--- src/rtl/chip_checker_pkg.sv ---
// rtl/chip_checker_pkg.sv - shared types and constants for the chip checker
// Sequencer state encoding, tester slot indices and timeout counter width.
package chip_checker_pkg;

  typedef enum logic [2:0] {
    IDLE,
    SETTLE,
    RUN_WAIT,
    CAPTURE,
    RELEASE,
    REPORT
  } seq_state_t;

  localparam int CHIP_7400  = 0;
  localparam int CHIP_7474  = 1;
  localparam int CHIP_7402  = 2;
  localparam int CHIP_7404  = 3;
  localparam int CHIP_7408  = 4;
  localparam int CHIP_7432  = 5;
  localparam int CHIP_7486  = 6;
  localparam int CHIP_74138 = 7;

  localparam int TIMEOUT_W = 13;

endpackage

--- src/rtl/chip_test_sequencer_if.sv ---
// rtl/chip_test_sequencer_if.sv - operator, display and tester-bank signals of the sequencer
// master is the sequencer side, slave is the board/tester side.
interface chip_test_sequencer_if #(
  parameter int NUM_CHIPS = 8,
  parameter int SEL_W     = $clog2(NUM_CHIPS)
);

  logic                 Start;
  logic [SEL_W-1:0]     Chip_Sel;
  logic                 Ack;
  logic [NUM_CHIPS-1:0] Done_i;
  logic [NUM_CHIPS-1:0] Rslt_i;
  logic [NUM_CHIPS-1:0] Run_o;
  logic [NUM_CHIPS-1:0] Disp_Rslt_o;
  logic [SEL_W-1:0]     Pin_Sel;
  logic                 Busy;
  logic                 Result_Valid;
  logic                 Pass;
  logic                 Timeout;
  logic                 Bad_Sel;

  modport master (
    input  Start, Chip_Sel, Ack, Done_i, Rslt_i,
    output Run_o, Disp_Rslt_o, Pin_Sel, Busy, Result_Valid, Pass, Timeout, Bad_Sel
  );

  modport slave (
    output Start, Chip_Sel, Ack, Done_i, Rslt_i,
    input  Run_o, Disp_Rslt_o, Pin_Sel, Busy, Result_Valid, Pass, Timeout, Bad_Sel
  );

endinterface

--- src/rtl/sync_2ff.sv ---
// rtl/sync_2ff.sv - vector two-flop synchronizer with asynchronous active-low clear
// Each bit is synchronized independently; no cross-bit coherency is implied.
module sync_2ff #(
  parameter int W = 1
) (
  input  logic         clk,
  input  logic         rst_n,
  input  logic [W-1:0] d,
  output logic [W-1:0] q
);

  logic [W-1:0] meta_q;
  logic [W-1:0] sync_q;

  always_ff @(posedge clk or negedge rst_n) begin
    if (!rst_n) begin
      meta_q <= '0;
      sync_q <= '0;
    end else begin
      meta_q <= d;
      sync_q <= meta_q;
    end
  end

  assign q = sync_q;

endmodule

--- src/rtl/chip_test_sequencer.sv ---
// rtl/chip_test_sequencer.sv - runs one Run/Done/DISP_RSLT handshake with the selected tester
// Holds the captured pass/fail result for the display until it is acknowledged.
module chip_test_sequencer
  import chip_checker_pkg::*;
#(
  parameter int NUM_CHIPS      = 8,
  parameter int SEL_W          = $clog2(NUM_CHIPS),
  parameter int SETTLE_CYCLES  = 2,
  parameter int TIMEOUT_CYCLES = 4096
) (
  input logic                   Clk,
  input logic                   Reset,
  chip_test_sequencer_if.master bus
);

  localparam logic [SEL_W:0]     NUM_SEL     = (SEL_W+1)'(NUM_CHIPS);
  localparam logic [TIMEOUT_W-1:0] SETTLE_LAST = TIMEOUT_W'(SETTLE_CYCLES - 1);
  localparam logic [TIMEOUT_W-1:0] TMO_LIM     = TIMEOUT_W'(TIMEOUT_CYCLES);

  seq_state_t           state_q, state_d;
  logic [SEL_W-1:0]     sel_q, sel_d;
  logic [TIMEOUT_W-1:0] cnt_q, cnt_d;
  logic                 pass_q, pass_d;
  logic                 timeout_q, timeout_d;
  logic                 bad_sel_q, bad_sel_d;

  logic [NUM_CHIPS-1:0] done_s;
  logic [NUM_CHIPS-1:0] rslt_s;
  logic [NUM_CHIPS-1:0] sel_oh;
  logic [NUM_CHIPS-1:0] run;
  logic [NUM_CHIPS-1:0] disp;
  logic [TIMEOUT_W-1:0] cnt_inc;
  logic                 done_sel;
  logic                 rslt_sel;
  logic                 busy;
  logic                 result_valid;

  sync_2ff #(.W(NUM_CHIPS)) u_done_sync (
    .clk  (Clk),
    .rst_n(Reset),
    .d    (bus.Done_i),
    .q    (done_s)
  );

  sync_2ff #(.W(NUM_CHIPS)) u_rslt_sync (
    .clk  (Clk),
    .rst_n(Reset),
    .d    (bus.Rslt_i),
    .q    (rslt_s)
  );

  // An out-of-range select shifts out to zero, so a bad index can never drive a tester.
  assign sel_oh   = NUM_CHIPS'(1) << sel_q;
  assign done_sel = |(done_s & sel_oh);
  assign rslt_sel = |(rslt_s & sel_oh);
  assign cnt_inc  = (cnt_q == '1) ? cnt_q : cnt_q + TIMEOUT_W'(1);

  always_comb begin
    state_d      = state_q;
    sel_d        = sel_q;
    cnt_d        = cnt_q;
    pass_d       = pass_q;
    timeout_d    = timeout_q;
    bad_sel_d    = bad_sel_q;
    run          = '0;
    disp         = '0;
    busy         = 1'b1;
    result_valid = 1'b0;

    case (state_q)
      IDLE: begin
        busy = 1'b0;
        if (bus.Start) begin
          sel_d     = bus.Chip_Sel;
          pass_d    = 1'b0;
          timeout_d = 1'b0;
          cnt_d     = '0;
          if ({1'b0, bus.Chip_Sel} >= NUM_SEL) begin
            bad_sel_d = 1'b1;
            state_d   = REPORT;
          end else begin
            bad_sel_d = 1'b0;
            state_d   = SETTLE;
          end
        end
      end
      SETTLE: begin
        if (cnt_q >= SETTLE_LAST) begin
          cnt_d   = '0;
          state_d = RUN_WAIT;
        end else begin
          cnt_d = cnt_inc;
        end
      end
      RUN_WAIT: begin
        run = sel_oh;
        if (done_sel) begin
          state_d = CAPTURE;
        end else if (cnt_inc >= TMO_LIM) begin
          timeout_d = 1'b1;
          pass_d    = 1'b0;
          state_d   = REPORT;
        end else begin
          cnt_d = cnt_inc;
        end
      end
      CAPTURE: begin
        pass_d  = rslt_sel;
        cnt_d   = '0;
        state_d = RELEASE;
      end
      RELEASE: begin
        disp = sel_oh;
        if (!done_sel) begin
          state_d = REPORT;
        end else if (cnt_inc >= TMO_LIM) begin
          timeout_d = 1'b1;
          state_d   = REPORT;
        end else begin
          cnt_d = cnt_inc;
        end
      end
      REPORT: begin
        result_valid = 1'b1;
        if (bus.Ack) begin
          state_d = IDLE;
        end
      end
      default: state_d = IDLE;
    endcase
  end

  always_ff @(posedge Clk or negedge Reset) begin
    if (!Reset) begin
      state_q   <= IDLE;
      sel_q     <= '0;
      cnt_q     <= '0;
      pass_q    <= 1'b0;
      timeout_q <= 1'b0;
      bad_sel_q <= 1'b0;
    end else begin
      state_q   <= state_d;
      sel_q     <= sel_d;
      cnt_q     <= cnt_d;
      pass_q    <= pass_d;
      timeout_q <= timeout_d;
      bad_sel_q <= bad_sel_d;
    end
  end

  // Run/Disp are decoded from the async-reset state, so they fall as soon as Reset asserts.
  assign bus.Run_o        = run;
  assign bus.Disp_Rslt_o  = disp;
  assign bus.Pin_Sel      = sel_q;
  assign bus.Busy         = busy;
  assign bus.Result_Valid = result_valid;
  assign bus.Pass         = pass_q;
  assign bus.Timeout      = timeout_q;
  assign bus.Bad_Sel      = bad_sel_q;

endmodule

--- src/flat_wrapper.sv ---
// flat-port wrapper written by rule: the top's interface ports become plain ports
module chip_test_sequencer_flat import chip_checker_pkg::*;
#(
  parameter int NUM_CHIPS      = 8,
  parameter int SEL_W          = $clog2(NUM_CHIPS),
  parameter int SETTLE_CYCLES  = 2,
  parameter int TIMEOUT_CYCLES = 4096
)
  (Clk, Reset, bus_Start, bus_Chip_Sel, bus_Ack, bus_Done_i, bus_Rslt_i, bus_Run_o, bus_Disp_Rslt_o, bus_Pin_Sel, bus_Busy, bus_Result_Valid, bus_Pass, bus_Timeout, bus_Bad_Sel);
  chip_test_sequencer_if #(.NUM_CHIPS(NUM_CHIPS), .SEL_W(SEL_W)) bus_i ();
  input logic Clk;
  input logic Reset;
  input wire logic [$bits(bus_i.Start)-1:0] bus_Start;
  input wire logic [$bits(bus_i.Chip_Sel)-1:0] bus_Chip_Sel;
  input wire logic [$bits(bus_i.Ack)-1:0] bus_Ack;
  input wire logic [$bits(bus_i.Done_i)-1:0] bus_Done_i;
  input wire logic [$bits(bus_i.Rslt_i)-1:0] bus_Rslt_i;
  output wire logic [$bits(bus_i.Run_o)-1:0] bus_Run_o;
  output wire logic [$bits(bus_i.Disp_Rslt_o)-1:0] bus_Disp_Rslt_o;
  output wire logic [$bits(bus_i.Pin_Sel)-1:0] bus_Pin_Sel;
  output wire logic [$bits(bus_i.Busy)-1:0] bus_Busy;
  output wire logic [$bits(bus_i.Result_Valid)-1:0] bus_Result_Valid;
  output wire logic [$bits(bus_i.Pass)-1:0] bus_Pass;
  output wire logic [$bits(bus_i.Timeout)-1:0] bus_Timeout;
  output wire logic [$bits(bus_i.Bad_Sel)-1:0] bus_Bad_Sel;
  assign bus_i.Start = bus_Start;
  assign bus_i.Chip_Sel = bus_Chip_Sel;
  assign bus_i.Ack = bus_Ack;
  assign bus_i.Done_i = bus_Done_i;
  assign bus_i.Rslt_i = bus_Rslt_i;
  assign bus_Run_o = bus_i.Run_o;
  assign bus_Disp_Rslt_o = bus_i.Disp_Rslt_o;
  assign bus_Pin_Sel = bus_i.Pin_Sel;
  assign bus_Busy = bus_i.Busy;
  assign bus_Result_Valid = bus_i.Result_Valid;
  assign bus_Pass = bus_i.Pass;
  assign bus_Timeout = bus_i.Timeout;
  assign bus_Bad_Sel = bus_i.Bad_Sel;
  chip_test_sequencer #(.NUM_CHIPS(NUM_CHIPS), .SEL_W(SEL_W), .SETTLE_CYCLES(SETTLE_CYCLES), .TIMEOUT_CYCLES(TIMEOUT_CYCLES)) u_core (.Clk(Clk), .Reset(Reset), .bus(bus_i));
endmodule
--- config.mk ---
export PLATFORM = sky130hd
export DESIGN_NAME = chip_test_sequencer_flat
export DESIGN_NICKNAME = d
export VERILOG_FILES = /design/src/rtl/chip_checker_pkg.sv /design/src/rtl/chip_test_sequencer_if.sv /design/src/rtl/sync_2ff.sv /design/src/rtl/chip_test_sequencer.sv /design/src/flat_wrapper.sv
export SDC_FILE = /design/constraint.sdc
export NUM_CORES = 1
export LEC_CHECK = 0
export ABC_AREA = 1
export BUFFER_PORTS_ARGS = -buffer_cell sky130_fd_sc_hd__buf_2
export CAP_MARGIN = 20
export CORE_UTILIZATION = 35
export DETAILED_ROUTE_END_ITERATION = 10
export PLACE_DENSITY = 0.65
export SYNTH_ARGS = -nofsm -noshare
export SYNTH_HDL_FRONTEND = slang
export SYNTH_SLANG_ARGS = --single-unit
export TNS_END_PERCENT = 30
--- constraint.sdc ---
create_clock -name Clk -period 2.7 [get_ports Clk]
set_clock_uncertainty 0.2 [all_clocks]
set_input_delay 0.27 -clock Clk [delete_from_list [all_inputs] [get_ports Clk]]
set_output_delay 0.27 -clock Clk [all_outputs]
set_load 0.01 [all_outputs]
# Word-level counts from Yosys, hierarchy flattened
# Cells that the tools add are included.
# op_classes
shifts	1
muxes	26
magnitude_cmp	2
eq_ne	12
reduce_logical	11
n_bitwise	2
addsub	1
# op_table
cell	count
$mux 13	6
$pmux 13 s5	1
$mux 3	6
$pmux 3 s6	1
$and 8x8->8	2
$mux 8	2
$reduce_or 8->1	2
$add 13x1->13 const B	1
$eq 13x13->1 const B	1
$ge 13x1->1 const B	1
$ge 13x13->1 const B	1
$reduce_and 4->1	3
$mux 1	8
$shl 1x3->8 const A	1
$eq 3x2->1 const B	2
$eq 3x3->1 const B	2
$ne 2x1->1 const B	3
$ne 2x2->1 const B	3
$pmux 1 s3	2
$reduce_bool 3->1	2
$reduce_bool 5->1	1
$eq 3x1->1 const B	1
$logic_not 3->1	1
$reduce_and 3->1	1
$reduce_and 2->1	1
# totals
inputBits	23
word_cells	64
out_inout_bits	24
reg_bits	53

# Logic depth before layout (Yosys ltp)
# depth
word_depth	6
mapped_depth	13

# Modules after synthesis
# Synthesis repeated with hierarchy kept, for this count alone.
# unflattened
cells_unflattened	326
hier_area_um2	2711.4
# by_module_without_submodules
mod	cells_per_inst	n_inst	area_each_um2
chip_test_sequencer	294	1	1910.6
sync_2ff	16	2	400.4

# Worst setup path after synthesis
# No wires, ideal clock.
# synth_path
kind	flip-flop to flip-flop
startpoint	register u_core.cnt_q[1]
endpoint	register u_core.cnt_q[8]
slack_ns	0.863
required_ns	2.384
path_stages_with_launch	11
path_buffers	1
arrival_time_ns	1.520
synth_period_minus_slack_ns	1.837
cell_sequence	dfrtp_1 -> ha_1 -> nand3_1 -> inv_1 -> nand3_1 -> nand2_1 -> a21oi_2 -> nand3_2 -> buf_4 -> nand2_1 -> nand2_1
# synth_between
elab_chain_cells	6
# synth_lines
item	line	text
start: declaration	chip_test_sequencer.sv:22	logic [TIMEOUT_W-1:0] cnt_q, cnt_d;
start signal: assignment	chip_test_sequencer.sv:144	cnt_q <= cnt_d;
$add 13x1->13 / $eq 13x13->1 (equally long branches)	chip_test_sequencer.sv:56	assign cnt_inc = (cnt_q == '1) ? cnt_q : cnt_q + TIMEOUT_W'(1);
$mux 13	chip_test_sequencer.sv:56	
$ge 13x13->1	chip_test_sequencer.sv:99, chip_test_sequencer.sv:116	
$mux 13	chip_test_sequencer.sv:99, chip_test_sequencer.sv:116	
$mux 13 (on tied branches)	chip_test_sequencer.sv:114, chip_test_sequencer.sv:97	
$pmux 13 s5 *	chip_test_sequencer.sv:70	case (state_q)
# Every way passes the cells marked *; elsewhere a longest branch is shown, timed or not. The select of a mux whose other input is x is not followed.
# A chain may end at the register's enable or synchronous reset.

# Worst setup path in the final report
# layout_path
startpoint	register u_core.cnt_q[0]
endpoint	register u_core.cnt_q[1]
# Same word-level chain as after synthesis.

==> flow_summary.ini <==
[run_status]
status = completed

[die]
dieArea_um2 = 7960
die_h_um = 89.2
core_area_um2 = 7290
start_util_pct = 36.5
io_pins = 47
die_w_um = 89.2
rows = 31

[grt]
gr-total-overflow = 0
antenna_found_initial = 0
grt-busiest-layer = met2
gr-usage-met3_pct = 2.86
grt_pass1_vias = 2082
grt_max_degree = 30
grtUsageMet2_pct = 24.4
grt_pass1_wl_um = 9920
grt_usage_pct = 16.4
use_met1_pct = 24.0

[synthesis]
synth_common_cells = 101 x nand2_1, 53 x dfrtp_1, 50 x nor2_1
ys_seq_area_share_pct = 49.8
synth.most_common_cell = nand2_1
synth_top_flop_cell = dfrtp_1
synth_nets = 366
syn_area_per_cell_um2 = 7.81
ys_warn_count = 0
synthesis.area_um2 = 2660
synth_top_area_share_pct = 49.8
synth_top_cell_by_area = dfrtp_1
async_flop_share_pct = 100
synthCells = 341
synth_seq_cells = 53
ys_types = 29
synth_edf_count = 0
yosys-top-cells-area = dfrtp_1 50%, nand2_1 14%, nor2_1 7.0%

[route]
post_drt_via_cell_ratio = 4.60
routed_wl_um = 5910
wl_per_cell_um = 11.7
vias = 2324
first_pass_iters = 4
ant_nets = 0
route.detailed.drc = 0
drt_iter0_markers = 159

[critical_path]
r2r_start = u_core.cnt_q[0]$_DFFE_PN0P_
critPathKind = register to register
worstPathMaxFanout = 12
endpoint_kind = register
worst-r2r-cell-count = 11
required_ns = 2.75
arrival_ns = 2.32
critical_path.reg2reg.endpoint = u_core.cnt_q[1]$_DFFE_PN0P_
start_kind = register
r2r_slack_ns = 0.44

[sta]
period_share_pct = 83.8
fin_ws_ns = 0.437
finalSetupViolCount = 0
finalSetupTns_ns = 0
slew_violations = 0
rsz0062_at_grt = false
max_freq_ghz = 0.442
min_period_ns = 2.26
finalHoldViolCount = 0

[clock_tree]
cts_buffers = 5
clk_latency_ns = 0.31
cts_max_path_buffers = 2
cts.clk_slew.worst_paths_ns = 0.10
root_buffer = clkbuf_8
cts_resized = 0
clock-sinks = 53
cts_setup_buffers = 0
cts_tree = done
cts.htree.levels = 2
postCtsHoldBufs = 20

[placement]
routabilityCongestion = 0.856
pre_cts_ws_ns = 0.493
portBuffers = 45
post-place-cells = 477
place_hpwl_um = 4370

[finish]
diodes = 0
syn2layout_area_growth_pct = 21.9
drive_gt1_share_pct = 18.2
fin_nets = 430
final_cell_count_no_fill = 505

[power_and_ir_drop]
swShare_pct = 43.8
combPwrFrac_pct = 39.3
p_leak_nw = 1.68
clkPwrFrac_pct = 19.4
total_power_mw = 2.48
vdd_drop_max_mv = 0.233
p_sw_mw = 1.09
p_int_mw = 1.40
power_frac_seq_pct = 41.3
power.density_nw_per_um2 = 764

[hold_path]
hp-class = input port to register
min_to = u_core.state_q[2]$_DFFE_PN0P_
whs_path_depth = 4
hold_start = bus_Ack

[flow_run]
maxCapViolations = 0
-- how the worst max path moves through the flow --
| stage | cells past startpoint | slack [ns] | from | end |
|---|---|---|---|---|
| 2_1_floorplan | 10 | 0.86 | u_core.cnt_q[1]$_DFFE_PN0P_ | u_core.cnt_q[8]$_DFFE_PN0P_ |
| 3_3_place_gp | 9 | 0.56 | u_core.cnt_q[0]$_DFFE_PN0P_ | u_core.cnt_q[1]$_DFFE_PN0P_ |
| 3_5_place_dp | 9 | 0.49 | u_core.cnt_q[0]$_DFFE_PN0P_ | u_core.cnt_q[2]$_DFFE_PN0P_ |
| 4_1_cts | 11 | 0.47 | u_core.cnt_q[0]$_DFFE_PN0P_ | u_core.cnt_q[1]$_DFFE_PN0P_ |
| 5_1_grt | 11 | 0.22 | u_core.cnt_q[0]$_DFFE_PN0P_ | u_core.cnt_q[0]$_DFFE_PN0P_ |
| 6_report | 11 | 0.44 | u_core.cnt_q[0]$_DFFE_PN0P_ | u_core.cnt_q[1]$_DFFE_PN0P_ |
-- cell type report --
type,instances,area (µm²)
Multi-Input combinational cell,236,1100
Inverter,42,160
Timing Repair Buffer,67,440
Tap cell,99,124
Clock inverter,3,28.8
Fill cell,772,4050
Clock buffer,5,68.8
Sequential cell,53,1330
-- per-layer routing --
layer | vias up | share of wire (%) | wire (µm)
met4 | 0 | 1.3 | 79
met1 | 1052 | 50 | 2970
li1 | 1203 | - | -
met5 | - | 0 | 0
met3 | 8 | 4.3 | 252
met2 | 61 | 44 | 2610
-- metrics by stage --
stage                     hold WS, ns  cell area, µm²  util, %
after global routing            0.116            3250     44.5
after CTS                      0.0842            3250     44.5
after floorplan                -0.226            2660        -
final                          0.0998            3250     44.5
after detailed placement      -0.0491            2950     40.4
after global placement        -0.0495            2950     40.4
-- critical path, stage by stage, from the launching register on --
cell	delay, ns
dfrtp_1	0.53
ha_1	0.31
nand3_1	0.15
inv_1	0.12
nand2_1	0.08
inv_1	0.07
nand2_1	0.26
nand2_1	0.18
nand4_1	0.10
nand2_1	0.08
nand2_1	0.05
nand2_1	0.06
-- cells in the final DEF (no fill, tap or decap), types with 2 or more instances in the layout --
master / instances
nand2_1: 101
nor2_1: 50
inv_2: 4
a31oi_1: 6
nor2_4: 2
inv_1: 37
dfrtp_1: 53
nand3_2: 2
nand4_2: 2
buf_4: 2
nor3_1: 4
nand3_1: 29
dlygate4sd3_1: 20
ha_1: 2
o21ai_0: 10
nand2_2: 5
buf_2: 45
clkbuf_8: 5
nand4_1: 13
-- power groups by stage --
| stage | logic (mW) | registers, mW | clock network, mW |
|---|---|---|---|
| after floorplan | 0.837 | 0.958 | 0 |
| after global placement | 0.940 | 1.03 | 0 |
| after detailed placement | 0.953 | 1.04 | 0 |
| after CTS | 0.978 | 1.02 | 0.501 |
| after global routing | 1.11 | 1.05 | 0.537 |
| final | 0.975 | 1.02 | 0.482 |
-- flip-flops by register name, indices dropped and copies added, names as in the netlist --
register and count:
u_core.cnt_q 13, u_core.u_done_sync.meta_q 8, u_core.u_done_sync.q 8, u_core.u_rslt_sync.meta_q 8, u_core.u_rslt_sync.q 8, u_core.bus.Pin_Sel 3
u_core.state_q 3, u_core.bus.Pass 1, u_core.bus.Timeout 1
-- cells by family after synthesis --
family / Yosys count / share of synthesized area (%)
compound gates: 21 / 4.65
xor+xnor: 1 / 0.329
fa+ha+maj: 2 / 0.939
buf+inv: 52 / 8.97
flops: 53 / 49.8
other cells: 1 / 0.141
simple gates: 211 / 35.2
Power figures use the tool's default switching activity.
